$ cat config.mk
export PLATFORM = sky130hd
export DESIGN_NAME = data_mem_responder
export DESIGN_NICKNAME = d
export VERILOG_FILES = /design/src/rtl/data_mem_responder.sv
export SDC_FILE = /design/constraint.sdc
export NUM_CORES = 2
export LEC_CHECK = 0
export CELL_PAD_IN_SITES_DETAIL_PLACEMENT = 1
export CELL_PAD_IN_SITES_GLOBAL_PLACEMENT = 1
export CORE_UTILIZATION = 45
export CTS_BUF_LIST = sky130_fd_sc_hd__clkbuf_4 sky130_fd_sc_hd__clkbuf_8 sky130_fd_sc_hd__clkbuf_16
export DETAILED_ROUTE_END_ITERATION = 8
export HOLD_SLACK_MARGIN = 0.06
export PLACE_DENSITY_LB_ADDON = 0.1
export SKIP_CTS_REPAIR_TIMING = 1
export SLEW_MARGIN = 20
export SYNTH_ARGS = -nofsm -noshare
export SYNTH_HDL_FRONTEND = slang
export SYNTH_SLANG_ARGS = --single-unit
export TNS_END_PERCENT = 30
$ cat constraint.sdc
create_clock -name clk -period 5.6 [get_ports clk]
set_input_delay 0.56 -clock clk [delete_from_list [all_inputs] [get_ports clk]]
set_output_delay 0.56 -clock clk [all_outputs]
set_load 0.03 [all_outputs]
$ cat src/rtl/data_mem_responder.sv
// Data-memory responder: word-addressed RAM behind valid/ready request and response handshakes,
// with WAIT_CYCLES wait states. Define DMEM_ALIGN_CHECK_EN to flag misaligned accesses as errors.
module data_mem_responder #(
  parameter int unsigned DEPTH       = 64,
  parameter int unsigned WAIT_CYCLES = 1,
  parameter logic [31:0] BASE_ADDR   = 32'h0000_0000
) (
  input  logic        clk,
  input  logic        reset,
  input  logic        req_valid,
  output logic        req_ready,
  input  logic        req_we,
  input  logic [31:0] req_addr,
  input  logic [31:0] req_wdata,
  output logic        rsp_valid,
  input  logic        rsp_ready,
  output logic [31:0] rsp_rdata,
  output logic        rsp_err
);

  localparam int unsigned AW          = (DEPTH > 1) ? $clog2(DEPTH) : 1;
  localparam logic [31:0] RangeBytes  = 32'(DEPTH) << 2;
  localparam bit          NoWait      = (WAIT_CYCLES == 0);
  localparam int unsigned WaitLoadInt = (WAIT_CYCLES > 0) ? WAIT_CYCLES - 1 : 0;
  localparam logic [3:0]  WaitLoad    = WaitLoadInt[3:0];

  typedef enum logic [1:0] {StIdle, StWait, StResp} state_e;

  state_e      state_q, state_d;
  logic [3:0]  cnt_q, cnt_d;
  logic        we_q, we_d;
  logic [31:0] addr_q, addr_d;
  logic [31:0] wdata_q, wdata_d;
  logic        rsp_valid_q, rsp_valid_d;
  logic [31:0] rdata_q, rdata_d;
  logic        err_q, err_d;

  logic [31:0] mem_q [DEPTH];

  logic          acc_we;
  logic [31:0]   acc_addr;
  logic [31:0]   acc_wdata;
  logic [31:0]   acc_offset;
  logic [AW-1:0] acc_idx;
  logic          acc_err;
  logic          do_access;
  logic          mem_we;

  // With no wait states the access happens on the accept edge, straight from the request bus.
  always_comb begin
    acc_we     = (state_q == StIdle) ? req_we    : we_q;
    acc_addr   = (state_q == StIdle) ? req_addr  : addr_q;
    acc_wdata  = (state_q == StIdle) ? req_wdata : wdata_q;
    acc_offset = acc_addr - BASE_ADDR;
    acc_idx    = acc_offset[AW+1:2];
`ifdef DMEM_ALIGN_CHECK_EN
    acc_err    = (acc_offset >= RangeBytes) || (acc_addr[1:0] != 2'b00);
`else
    acc_err    = (acc_offset >= RangeBytes);
`endif
  end

  always_comb begin
    state_d     = state_q;
    cnt_d       = cnt_q;
    we_d        = we_q;
    addr_d      = addr_q;
    wdata_d     = wdata_q;
    rsp_valid_d = rsp_valid_q;
    rdata_d     = rdata_q;
    err_d       = err_q;
    do_access   = 1'b0;
    unique case (state_q)
      StIdle: begin
        if (req_valid) begin
          we_d    = req_we;
          addr_d  = req_addr;
          wdata_d = req_wdata;
          if (NoWait) begin
            do_access = 1'b1;
            state_d   = StResp;
          end else begin
            cnt_d   = WaitLoad;
            state_d = StWait;
          end
        end
      end
      StWait: begin
        if (cnt_q == 4'd0) begin
          do_access = 1'b1;
          state_d   = StResp;
        end else begin
          cnt_d = cnt_q - 4'd1;
        end
      end
      StResp: begin
        if (rsp_ready) begin
          state_d     = StIdle;
          rsp_valid_d = 1'b0;
          rdata_d     = 32'h0;
          err_d       = 1'b0;
        end
      end
      default: state_d = StIdle;
    endcase
    if (do_access) begin
      rsp_valid_d = 1'b1;
      err_d       = acc_err;
      rdata_d     = (!acc_we && !acc_err) ? mem_q[acc_idx] : 32'h0;
    end
  end

  assign mem_we = do_access && acc_we && !acc_err;

  always_ff @(posedge clk or negedge reset) begin
    if (!reset) begin
      state_q     <= StIdle;
      cnt_q       <= 4'd0;
      we_q        <= 1'b0;
      addr_q      <= 32'h0;
      wdata_q     <= 32'h0;
      rsp_valid_q <= 1'b0;
      rdata_q     <= 32'h0;
      err_q       <= 1'b0;
    end else begin
      state_q     <= state_d;
      cnt_q       <= cnt_d;
      we_q        <= we_d;
      addr_q      <= addr_d;
      wdata_q     <= wdata_d;
      rsp_valid_q <= rsp_valid_d;
      rdata_q     <= rdata_d;
      err_q       <= err_d;
    end
  end

  // Storage is deliberately not reset.
  always_ff @(posedge clk) begin
    if (mem_we) begin
      mem_q[acc_idx] <= acc_wdata;
    end
  end

  assign req_ready = (state_q == StIdle);
  assign rsp_valid = rsp_valid_q;
  assign rsp_rdata = rdata_q;
  assign rsp_err   = err_q;

endmodule
---- After elaboration in Yosys (flattened, before gate mapping) ----
Memories as Yosys holds them, arrays and structs flattened.
Cells that the tools add are included.
storage, ports and cells
  register bits ........................... 105
  latch bits .............................. 0
  RAM bits ................................ 2048
  bits in read-only memories .............. 0
  input bits .............................. 69
  output and inout bits ................... 35
  logic and storage cells ................. 53
  memories ................................ 1
operators by class
  add/sub/neg operators ................... 1
  multiply operators ...................... 0
  divide/modulo/power cells ............... 0
  $lt $le $gt $ge ......................... 1
  equal/unequal tests ..................... 6
  shift operators ......................... 0
  mux-type cells .......................... 22
  bitwise logic cells ..................... 0
  reduce and logical (&&, ||, !) cells .... 14
memories
  memory  depth  bits a word  rd ports  clocked after memory_dff  write ports  line  text
  mem_q   64     32           1         0                         1            38    logic [31:0] mem_q [DEPTH];
operator list
  cell                                                                 count
  2-to-1 mux 32 bit                                                    6
  greater-or-equal comparator 32 x 9 -> 1 bit (second input constant)  1
  2-to-1 mux 1 bit                                                     9
  2-to-1 mux 4 bit                                                     2
  != test 2 bit (second input constant)                                4
  case mux 4 bit (2 select lines)                                      1
  2-to-1 mux 2 bit                                                     3
  case mux 2 bit (3 select lines)                                      1
  AND reduction 3 bit                                                  2
  nonzero test 2 bit                                                   3
  logical NOT 4 bit                                                    1
  AND reduction 2 bit                                                  2
  subtractor 4 x 1 -> 4 bit (second input constant)                    1
  logical AND 1 bit                                                    3
  == test 2 x 1 -> 1 bit (second input constant)                       1
  == test 2 bit (second input constant)                                1
  logical NOT 1 bit                                                    2
  logical NOT 2 bit                                                    1

---- Depth between registers and ports, before layout ----
  word-level depth ........................ 7
  mapped depth ............................ 13
  mapped depth without buffers ............ 9

---- Worst setup path before layout ----
No wires, ideal clock.
  kind .................................... input-to-reg
  start point ............................. in req_addr[2]
  end point ............................... mem mem_q[15][0], enable pin
  library setup time ...................... 421 ps
  arrival time ............................ 3602 ps
  data required time ...................... 5179 ps
  setup slack ............................. 1577 ps
  stages .................................. 10
  path buffers ............................ 6
  cells stage by stage .................... or3b_1 > buf_2 > nand2_2 > buf_6 > buf_4 > buf_4 > buf_2 > buf_2 > nand3_1 > nor2_1
between the ends
  cells in the longest elaborated chain, start to end .. 6
ends and longest elaborated chain
  item                                         line  text
  start: declaration                           13    input logic [31:0] req_addr,
  2-to-1 mux 32 bit *                          52    acc_addr = (state_q == StIdle) ? req_addr : addr_q;
  greater-or-equal comparator 32 x 9 -> 1 bit  59    acc_err = (acc_offset >= RangeBytes);
  logical NOT 1 bit                            113   assign mem_we = do_access && acc_we && !acc_err;
  logical AND 1 bit                            113
  2-to-1 mux 1 bit                             139   if (mem_we) begin
  2-to-1 mux 1 bit (not written as such)       140   mem_q[acc_idx] <= acc_wdata;
  end: declaration                             38
Mark *: on every way between the ends. The rest lies on a longest branch, timed or not.

---- Worst setup path in the final report ----
  start point ............................. reg state_q[1]
  end point ............................... mem mem_q[18][5], enable pin
between the ends
  cells in the longest elaborated chain, start to end .. 7
  elaborated cells on any way between the ends .. 11
  classes of those cells .................. 1 x order compare; 1 x eq/ne; 5 x mux; 4 x reduce/logical
ends and longest elaborated chain
  item                                         line    text
  start: declaration                           29      state_e state_q, state_d;
  start signal: assignment                     117     state_q <= StIdle;
  start signal: assignment                     126     state_q <= state_d;
  logical NOT 2 bit                            51, 52
  2-to-1 mux 32 bit                            52
  greater-or-equal comparator 32 x 9 -> 1 bit  59
  logical NOT 1 bit                            113
  logical AND 1 bit                            113
  2-to-1 mux 1 bit                             139
  2-to-1 mux 1 bit (not written as such)       140
Parallel ways exist; a longest one is shown, timed or not.

==> summary.txt <==
Setup path
  • Crit path DAT: 4990 ps
  • Max FO, Critical Path: 18
  • Worst endpoint required time: 6100 ps
  • Crit-path cells: o21ai_0 -> and2_1 -> nand2b_2 -> buf_4 -> nor2_4 -> buf_4
  • Crit path to: mem_q[18][5]
  • R2r setup slk: 1110 ps
  • Cell mode on critical path: buf_4
  • Endpoint class of the critical path: flop
  • CP peak stage delay: 760 ps
  • CP Launch Type: flop
  • Slowest CP cell: and2_1
  • Worst R2R Path Depth: 6
  • Crit path kind: flop to flop
  • Crit path from: state_q[1]
  • RR Startpoint: state_q[1]
  • Reg-to-reg critical path endpoint: mem_q[18][5]

CTS
  • CTS Buf Count: 221
  • Root Buffer Master: clkbuf_16
  • Clk slew on worst S/H paths: 60 ps
  • CTS tree: yes
  • Max clock buf depth: 3
  • H-tree depth: 4
  • Clk_lat worst skew: 880 ps
  • Sink Count: 2151

Global routing
  • Total GRT Usage: 0.325
  • Met3 usage: 0.0773
  • Met1 usage: 0.456
  • Met2 track demand over resource: 0.505
  • GR peak layer: met2
  • Initial antenna violation count: 21
  • Total grt overflow: 0
  • Largest net degree at the start of global routing: 86
  • Vias in the first global route: 52.2k
  • First-pass GRT wire length: 417 mm

Run status
  • Status: complete, no violations

Synth
  • Post-Syn Instances: 5323
  • Top cell type's share of synthesized area: 0.754
  • Post-Syn Area per Cell: 15.3 um^2
  • Post-synth EDFFs: 2048
  • Register area share after synthesis: 0.785
  • Share of flip-flops with an asynchronous set or reset: 0.0479
  • Synth Warn #: 0
  • Unique masters post-synth: 79
  • Syn_nets: 5394
  • Cell taking the most area after synthesis: edfxtp_1
  • Synth Flop Type: edfxtp_1
  • Mapped cell area: 0.0816 mm^2
  • Leading post-synthesis cells by cell area: edfxtp_1 (75%), nand2_1 (4.0%), o22ai_1 (3.5%)
  • Yosys reg bits: 2151

Power and ir drop
  • Comb power frac: 0.354
  • Switching part of the total: 0.389
  • P_int: 0.0343 W
  • Maximum VDD drop: 0.000384 V
  • Clk network pwr share: 0.262
  • P_leak: 31.2 nW
  • Fraction of power consumed by sequential logic: 0.383
  • Pwr dens: 591 mW/mm^2
  • Net Switching: 0.0218 W

Final layout
  • Most frequent cells in the layout: edfxtp_1 (2048), nand2_1 (828), o22ai_1 (454)
  • Layout cells sized above 1: 0.152
  • Layout area overhead: 16.3%
  • Commonest non-fill, non-tap cell in the layout: edfxtp_1
  • Finished Layout Cells: 8167
  • Fin nets: 5687

Timing
  • Layout Skew: 34.0 ps
  • Fin. Hold Viols: 0
  • Slew @ Worst Pin: 1130 ps
  • Endpoints failing setup: 0
  • Setup TNS: 0 ps
  • Max-slew violations: 0
  • Tcrit/Tclk final: 0.802
  • Worst slew margin: 0.242
  • Max Clock Freq: 223 MHz
  • RSZ-0062 raised after global routing: no
  • Final critical-path required period: 4490 ps

Placement
  • I/O Buffers: 101
  • Placed cell count: 7747
  • Routability-driven placement congestion ratio: 0.857
  • DP HPWL: 180 mm

Routing
  • DRT iter0 DRCs: 6768
  • Via count: 53.1k
  • Final ANT Viol Nets: 0
  • Via/cell ratio: 6.50
  • TritonRoute pass-1 iters: 5
  • Post-route DRC: 0
  • Wire per inst: 36.8 um
  • Routed WL: 301 mm

Flow run
  • Number of max-cap violations: 0

Floorplan
  • I/O pins: 104
  • Die Y: 428 um
  • Die width: 428 um
  • Core ar.: 0.179 mm^2
  • Die area: 0.183 mm^2
  • Initial Utilization: 0.455
  • Row cnt: 155

Hold path
  • HP Class: input port to asynchronous set/reset pin
==> cells by family after synthesis <==
| group | share of synthesized area |
|---|---|
| flops | 0.785 |
| simple gates | 0.0866 |
| compound gates | 0.0888 |
| buf+inv | 0.0207 |
| mux | 0.0182 |
| xor+xnor | 0.000215 |
| fa+ha+maj | 0.000307 |
==> how the worst min path moves through the flow <==
stage,end,slack [ps],cells after the start,startpoint
floorplan,addr_q[10],260,0,reset
CTS,addr_q[27],-240,1,reset
global placement,addr_q[7],490,1,addr_q[7]
global route,state_q[1],340,2,rsp_ready
finish,wdata_q[23],340,2,reset
detailed placement,wdata_q[30],500,1,wdata_q[30]
==> sequential cells by signal, indices dropped and copies added, names as in the netlist <==
signal,cells
mem_q,2048
rsp_rdata,32
addr_q,30
we_q,1
rsp_valid,1
rsp_err,1
cnt_q,4
state_q,2
wdata_q,32
==> synthesized netlist by cell type (9+ instances only) <==
master     number
buf_4          43
nor3_1         52
buf_1          32
buf_2         162
o22ai_1       454
o41ai_1        16
mux2_2         64
nand3_1       204
mux2i_1        76
nand2b_1        9
o221ai_1       17
or4_1          27
a31oi_1        52
nand2_1       865
a22o_1         10
a21oi_1       214
clkbuf_1       90
o2111ai_1      17
dfrtp_1       103
o211ai_1        9
and3_1         57
o21ai_0        42
a32o_1         11
o31ai_1        20
a32oi_1        99
edfxtp_1     2048
a211oi_1       51
nand4_1        36
nor4_1         79
nor2_1        247
==> worst max-delay path, delay by kind of cell (launching register included) <==
kind | cells | cell delay (ps)
AOI/OAI and AO/OA | 1 | 640
buffers and inverters | 2 | 920
and+or+nand+nor | 3 | 2020
DFF | 1 | 510
==> routing by layer <==
layer / vias to the layer above / wire length (um)
li1: 21500 / -
met3: 506 / 30700
met2: 2732 / 138000
met4: 14 / 9470
met1: 28300 / 122000
met5: - / 99
==> final cells by class <==
class	count	area (um^2)
Antenna cell	9	22.5
Clock buffer	295	6190
Clock inverter	115	987
Fill cell	16800	84300
Inverter	4	15.0
Multi-Input combinational cell	2834	16600
Sequential cell	2151	64100
Tap cell	2355	2950
Timing Repair Buffer	404	3990
==> power groups by stage <==
stage / Sequential, W / Combinational, W / Clock, W
after floorplan: 0.0219 / 0.00976 / 0
after global placement: 0.0218 / 0.0190 / 0
after detailed placement: 0.0218 / 0.0194 / 0
after CTS: 0.0215 / 0.0195 / 0.0148
after global routing: 0.0215 / 0.0206 / 0.0154
final: 0.0215 / 0.0199 / 0.0147
==> through the flow <==
step                hold slack [ps]  power, W  area (um^2)  setup slack [ps]  utilization
finish                          340    0.0560        94900              1110        0.529
CTS                            -243    0.0557        94800              1140        0.529
detailed placement              496    0.0412        87600              1020        0.489
global placement                485    0.0408        87600              1050        0.489
floorplan                       264    0.0316        81600              1580            -
global route                    338    0.0575        94800               930        0.529
(Power assumes the default switching activity.)
